## src/rtl/icache_responder_if.sv

```systemverilog
// Fetch-side and memory-side signals of the instruction cache, bundled as one port.
// The slave modport is the cache; the master modport is the datapath plus memory controller.
interface icache_responder_if;
    logic        imemREN;
    logic [31:0] imemaddr;
    logic        ihit;
    logic [31:0] imemload;
    logic        iREN;
    logic [31:0] iaddr;
    logic        iwait;
    logic [31:0] iload;

    modport slave (
        input  imemREN, imemaddr, iwait, iload,
        output ihit, imemload, iREN, iaddr
    );

    modport master (
        output imemREN, imemaddr, iwait, iload,
        input  ihit, imemload, iREN, iaddr
    );
endinterface

```

## src/rtl/icache_responder.sv

```systemverilog
// Direct-mapped, read-only, one-word-per-frame instruction cache.
// Hits answer combinationally; a miss runs one blocking word fill from memory.
module icache_responder #(
    parameter int SETS = 16
) (
    input  logic              CLK,
    input  logic              nRST,
    icache_responder_if.slave bus
);
    localparam int IDX_W = $clog2(SETS);
    localparam int TAG_W = 30 - IDX_W;

    typedef enum logic {IDLE, MISS} state_t;

    state_t            r_state, w_state_next;
    logic [31:0]       r_miss_addr, w_miss_addr_next;
    logic [SETS-1:0]   r_valid;
    logic [TAG_W-1:0]  r_tag  [SETS];
    logic [31:0]       r_data [SETS];

    logic [IDX_W-1:0]  w_idx, w_fill_idx;
    logic [TAG_W-1:0]  w_tag, w_fill_tag;
    logic              w_hit, w_fill;

    assign w_idx      = bus.imemaddr[IDX_W+1:2];
    assign w_tag      = bus.imemaddr[31:IDX_W+2];
    assign w_fill_idx = r_miss_addr[IDX_W+1:2];
    assign w_fill_tag = r_miss_addr[31:IDX_W+2];
    assign w_hit      = bus.imemREN && r_valid[w_idx] && (r_tag[w_idx] == w_tag);

    // Only valid bits need reset; tag/data are qualified by valid.
    always_ff @(posedge CLK or negedge nRST) begin
        if (!nRST) begin
            r_valid <= '0;
        end else if (w_fill) begin
            r_valid[w_fill_idx] <= 1'b1;
        end
    end

    always_ff @(posedge CLK) begin
        if (w_fill) begin
            r_tag[w_fill_idx]  <= w_fill_tag;
            r_data[w_fill_idx] <= bus.iload;
        end
    end

    always_ff @(posedge CLK or negedge nRST) begin
        if (!nRST) begin
            r_state     <= IDLE;
            r_miss_addr <= '0;
        end else begin
            r_state     <= w_state_next;
            r_miss_addr <= w_miss_addr_next;
        end
    end

    always_comb begin
        w_state_next     = r_state;
        w_miss_addr_next = r_miss_addr;
        w_fill           = 1'b0;
        bus.ihit         = 1'b0;
        bus.imemload     = '0;
        bus.iREN         = 1'b0;
        bus.iaddr        = '0;
        case (r_state)
            IDLE: begin
                if (w_hit) begin
                    bus.ihit     = 1'b1;
                    bus.imemload = r_data[w_idx];
                end else if (bus.imemREN) begin
                    w_miss_addr_next = {bus.imemaddr[31:2], 2'b00};
                    w_state_next     = MISS;
                end
            end
            MISS: begin
                // The fill runs to completion regardless of what the fetch side does meanwhile.
                bus.iREN  = 1'b1;
                bus.iaddr = r_miss_addr;
                if (!bus.iwait) begin
                    w_fill       = 1'b1;
                    w_state_next = IDLE;
                end
            end
            default: w_state_next = IDLE;
        endcase
    end
endmodule

```

## src/flat_wrapper.sv

```systemverilog
// flat-port wrapper written by rule: the top's interface ports become plain ports
module icache_responder_flat 
#(
    parameter int SETS = 16
)
  (CLK, nRST, bus_imemREN, bus_imemaddr, bus_iwait, bus_iload, bus_ihit, bus_imemload, bus_iREN, bus_iaddr);
  icache_responder_if bus_i ();
  input  logic CLK;
  input  logic nRST;
  input wire logic [$bits(bus_i.imemREN)-1:0] bus_imemREN;
  input wire logic [$bits(bus_i.imemaddr)-1:0] bus_imemaddr;
  input wire logic [$bits(bus_i.iwait)-1:0] bus_iwait;
  input wire logic [$bits(bus_i.iload)-1:0] bus_iload;
  output wire logic [$bits(bus_i.ihit)-1:0] bus_ihit;
  output wire logic [$bits(bus_i.imemload)-1:0] bus_imemload;
  output wire logic [$bits(bus_i.iREN)-1:0] bus_iREN;
  output wire logic [$bits(bus_i.iaddr)-1:0] bus_iaddr;
  assign bus_i.imemREN = bus_imemREN;
  assign bus_i.imemaddr = bus_imemaddr;
  assign bus_i.iwait = bus_iwait;
  assign bus_i.iload = bus_iload;
  assign bus_ihit = bus_i.ihit;
  assign bus_imemload = bus_i.imemload;
  assign bus_iREN = bus_i.iREN;
  assign bus_iaddr = bus_i.iaddr;
  icache_responder #(.SETS(SETS)) u_core (.CLK(CLK), .nRST(nRST), .bus(bus_i));
endmodule
```

## config.mk

```make
export PLATFORM = sky130hd
export DESIGN_NAME = icache_responder_flat
export DESIGN_NICKNAME = d
export VERILOG_FILES = /design/src/rtl/icache_responder_if.sv /design/src/rtl/icache_responder.sv /design/src/flat_wrapper.sv
export SDC_FILE = /design/constraint.sdc
export NUM_CORES = 1
export LEC_CHECK = 0
export BUFFER_PORTS_ARGS = -buffer_cell sky130_fd_sc_hd__clkbuf_2
export CAP_MARGIN = 20
export CORE_ASPECT_RATIO = 0.7
export CORE_UTILIZATION = 58
export CTS_BUF_LIST = sky130_fd_sc_hd__clkbuf_4
export CTS_CLUSTER_DIAMETER = 100
export DETAILED_ROUTE_END_ITERATION = 6
export MAX_ROUTING_LAYER = met4
export PLACE_DENSITY = 0.85
export SYNTH_ARGS = -nofsm -noshare
export SYNTH_HDL_FRONTEND = slang
export SYNTH_SLANG_ARGS = --single-unit
```

## constraint.sdc

```tcl
create_clock -name CLK -period 5.6 [get_ports CLK]
set_input_delay 1.12 -clock CLK [delete_from_list [all_inputs] [get_ports CLK]]
set_output_delay 1.12 -clock CLK [all_outputs]
set_load 0.02 [all_outputs]
```

Word-level counts from Yosys, hierarchy flattened
Memory sizes are Yosys's and may differ from the RTL's.
Index checks and enable logic that the tools add are counted.
{"block": "totals", "latch_bits": 0, "ram_bits": 928, "in_bits": 68, "ff_bits": 47, "output_inout_bits": 66, "wordCells": 34, "mem_count": 2, "romBits": 0}
{"memory": "u_core.r_data", "depth": 16, "word_bits": 32, "read_ports": 1, "rd_ports_with_merged_regs": 0, "wr": 1, "line": "icache_responder.sv:19", "text": "logic [31:0] r_data [SETS];"}
{"memory": "u_core.r_tag", "depth": 16, "word_bits": 26, "read_ports": 1, "rd_ports_with_merged_regs": 0, "wr": 1, "line": "icache_responder.sv:18", "text": "logic [TAG_W-1:0] r_tag [SETS];"}
{"block": "classes", "n_reduce_logical": 4, "n_eq_ne": 1, "multipliers": 0, "shifts": 0, "mux": 18, "order_cmp": 3, "n_addsub": 0, "bitwise": 3, "n_div": 0}
{"op": "32-bit two-way mux", "count": 3}
{"op": "26-bit equality test", "count": 1}
{"op": "16-bit OR", "count": 1}
{"op": "1-bit two-way mux", "count": 12}
{"op": "4-bit by 5-bit < comparator with 1-bit output (second input constant)", "count": 2}
{"op": "1-bit binary-select mux with 4-bit select", "count": 1}
{"op": "1-bit demux with 4-bit select", "count": 1}
{"op": "4-bit by 1-bit >= comparator with 1-bit output (second input constant)", "count": 1}
{"op": "1-bit logical AND", "count": 3}
{"op": "3-bit AND reduction", "count": 1}
{"op": "1-bit NOT", "count": 2}
{"op": "1-bit case mux with 2 select lines", "count": 1}

Longest topological paths before layout
{"block": "logic_depth", "ltp_word": 6, "ltp_mapped": 14}

Worst setup path before layout
OpenSTA, ideal clock, no wires.
{"block": "synth_timing", "kind": "input to register", "start": "input bus_iwait", "end": "register u_core.r_valid[0]", "stages": 4, "arrival_ns": 6.084, "setup_ns": 0.089, "n_path_buf": 0, "path_slack_ns": -0.573, "required_time_ns": 5.511, "cell_sequence": "nand2b_1 -> or3_1 -> nor3_1 -> or2_2"}
{"block": "synth_via", "elab_chain_cells": 2}
{"element": "from (decl)", "line": "flat_wrapper.sv:12", "text": "input wire logic [$bits(bus_i.iwait)-1:0] bus_iwait;"}
{"element": "1-bit two-way mux", "line": "icache_responder.sv:79", "text": "if (!bus.iwait) begin"}
{"element": "1-bit two-way mux", "line": "icache_responder.sv:65", "text": "case (r_state)"}
{"element": "to (signal assigned)", "line": "icache_responder.sv:34", "text": "r_valid <= '0;"}
{"element": "to (signal, indexed assignment)", "line": "icache_responder.sv:36", "text": "r_valid[w_fill_idx] <= 1'b1;"}
{"element": "to (decl)", "line": "icache_responder.sv:17", "text": "logic [SETS-1:0] r_valid;"}
Every way passes these cells.
A chain may end at the register's enable or synchronous reset.

Worst setup path after layout
{"block": "layout_timing", "start": "input bus_imemaddr[4]", "end": "output bus_imemload[27]"}
{"block": "layout_via", "elab_chain_cells": 6, "elab_cells_between_ends": 9, "classes_between": "eq/ne (1); mux (4); reduce/logical (2); memory (2)"}
{"element": "from (decl)", "line": "flat_wrapper.sv:11", "text": "input wire logic [$bits(bus_i.imemaddr)-1:0] bus_imemaddr;"}
{"element": "branches (longest 4 deep; another with memory 16 x 26 bit)"}
{"element": "32-bit two-way mux *", "line": "icache_responder.sv:67", "text": "if (w_hit) begin"}
{"element": "32-bit two-way mux *", "line": "icache_responder.sv:65"}
{"element": "to (decl)", "line": "flat_wrapper.sv:15", "text": "output wire logic [$bits(bus_i.imemload)-1:0] bus_imemload;"}
Mark *: on every way between the ends. The select of a mux whose other input is x is not followed.

==> run metrics <==
# placed instances=2656; Post-CTS Resized=0; Worst Slack Setup Final=235 ps; CP Data Arrival Time=4250 ps; Synth Register Bits=975; die area=0.0664 mm²; Initial DRC Count=2423; core area=0.0647 mm²; Final Hold Vio Count=0; Final Routed Wirelength=84500 µm; Post-Syn Instances=1672; CP Capture Type=primary output; share of cells above drive strength 1=39.3%; Max stage delay cell, worst path=mux4_2; post-layout instance area=0.0428 mm²; first-pass GRT wire length=125000 µm; DR vias/cell=6.20; Synth top area share=73.5%; GRT overflow=0; cells along the critical path=buf_12, mux4_2, mux2i_1, nor2_1, a211oi_1, buf_4, nand4_1, nor4_2, nand4_1, buf_12, nor2b_1, clkbuf_2; Synth-to-Final Area Change=12.9%; syn_area_per_cell=22.7 µm²; outcome=finished, final reports clean; Critical path buffers and inverters=4; most frequent cells in the layout=928 x edfxtp_1, 326 x clkbuf_4, 256 x mux4_2; CTS Buf Count=212; switching power=3590 µW; HP Class=in -> async; # clock sinks=975; Int Pwr=11700 µW; htree depth=4; leading area contributor after synthesis=edfxtp_1; hold_buf cts=0; Final nets=2058; Pwr Density=356 mW/mm²; register area share after synthesis=76.6%; Placed Area=0.0400 mm²; final slew viol count=0; P_leak=0.0142 µW; Worst Skew=60.6 ps; root buffer cell=clkbuf_4; slowest stage delay, CP=560 ps; initial antenna violation count=6; row count=78; post-route minimum period=5370 ps; Async SR Flop Fraction=4.82%; DR DRC count=0; largest net degree at the start of global routing=55; RSZ-0062 raised after global routing=false; Initial Util=58.6%; Net Sw Frac=23.5%; vias post-DR=18936; Top FF cell, synth=edfxtp_1; Place WS=100 ps; Final HPWL DP=45500 µm; Layout Cells excl Fill=3055; Worst IR Drop VDD=0.000182 V; TritonRoute pass-1 iters=7; CP startpoint kind=primary input; Post-synth EDFFs=928; routed len/inst=27.6 µm; Final Setup Violations=0; Die X=308 µm; port buffer count=129; num ports=134; power share of the clock group=35.4%; Die Y=216 µm; Slew @ Worst Pin=1100 ps; Worst Path Max Fanout=43; ANT nets after route=0; commonest non-fill, non-tap cell in the layout=edfxtp_1; FMAX=0.186 GHz; Yosys cell types=53; cell family with most CP delay=simple AND/OR/NAND/NOR gates; Max Root-Sink Buffers=3; critical path type=in -> out; Clock Pin Slew Worst Setup and Hold Paths=70 ps; Layout fillers=3966; RePlAce Congestion=0.823; yosys warns=0; GRT Total Usage=27.1%; Flop pwr share=57.2%; MaxCap Viol Count=0; slew margin rel.=27.0%; postcts setup bufs=0; vias in the first global route=20014; top cells by area, synth=edfxtp_1 73%, mux4_2 15%, dfrtp_1 3.1%; critical path required time=4480 ps; Hold Slack=213 ps; Post-Syn Area=0.0379 mm²; CTS tree=built; worst skew pair latency=1060 ps; Final Cycle Share=95.8%; final setup TNS=0 ps; Logic pwr share=7.4%
[worst paths after layout]
check | startpoint | end | slack (ps) | cells past startpoint
min in group CLK | bus_iwait | u_core.r_state | 330 | 3
hold / removal | nRST | u_core.r_miss_addr[22] | 210 | 2
hold reg to reg | u_core.r_valid[4] | u_core.r_valid[4] | 470 | 1
max in group asynchronous | nRST | u_core.r_miss_addr[18] | 4840 | 2
setup / recovery | bus_imemaddr[4] | bus_imemload[27] | 230 | 12
setup reg to reg | u_core.r_tag[3][15] | u_core.r_miss_addr[6] | 2220 | 10
[synthesized netlist by cell type, drive strengths merged (2+ instances only)]
library cell	instances
clkbuf	29
a21oi	4
mux2	35
a21o	2
a22oi	2
nor2b	42
nand2	22
a211oi	8
xor2	13
nor2	23
dfrtp	47
xnor2	23
edfxtp	928
o21ai	4
mux2i	53
or3	3
nor4	3
nand4	9
inv	4
nand2b	9
o22ai	6
nor3	5
a221oi	6
and2	31
buf	58
nand3	6
and3	2
a311oi	2
a2bb2oi	2
or2	19
mux4	256
a211o	2
[cells by family after synthesis]
group / share of synthesized area [%]
compound gates: 0.957
buf+inv: 1.33
flops: 76.6
simple gates: 2.63
other cells: 0.00989
mux: 17.6
xor+xnor: 0.832
[power by group through the flow]
stage	clock [µW]	combinational (µW)	sequential [µW]
6_report	5400	1130	8720
5_1_grt	5860	1190	8750
4_1_cts	5490	1130	8710
3_5_place_dp	0	1130	8870
3_3_place_gp	0	1090	8820
2_1_floorplan	0	733	8750
[registers in the layout, indices dropped and copies added, names as in the netlist]
name                cells
u_core.r_state          1
u_core.r_miss_addr     30
u_core.r_tag          416
u_core.r_valid         16
u_core.r_data         512
[per-stage QoR]
stage	power (µW)	utilization, %
final	15200	66.2
after global routing	15800	66.2
after CTS	15300	66.1
after detailed placement	9990	61.8
after global placement	9910	61.8
after floorplan	9490	-
[final cells by class]
cell class	instances	area [µm²]	area share, %
inverter	4	16.3	0.0380
antenna	11	27.5	0.0643
tap	880	1100	2.57
clock inverter	62	309	0.722
sequential	975	29000	67.8
clock buffer	326	2450	5.72
multi-input combinational	607	8510	19.9
timing repair buffer	190	1360	3.18
[layer usage]
layer,track usage [%],up-vias,part of all wire [%]
li1,-,7784,-
met1,35.6,9737,37
met2,41.4,1262,50
met3,6.11,153,10
met4,11.2,0,2.7
met5,-,-,0
Note: power is estimated with default switching activity, not from simulation.
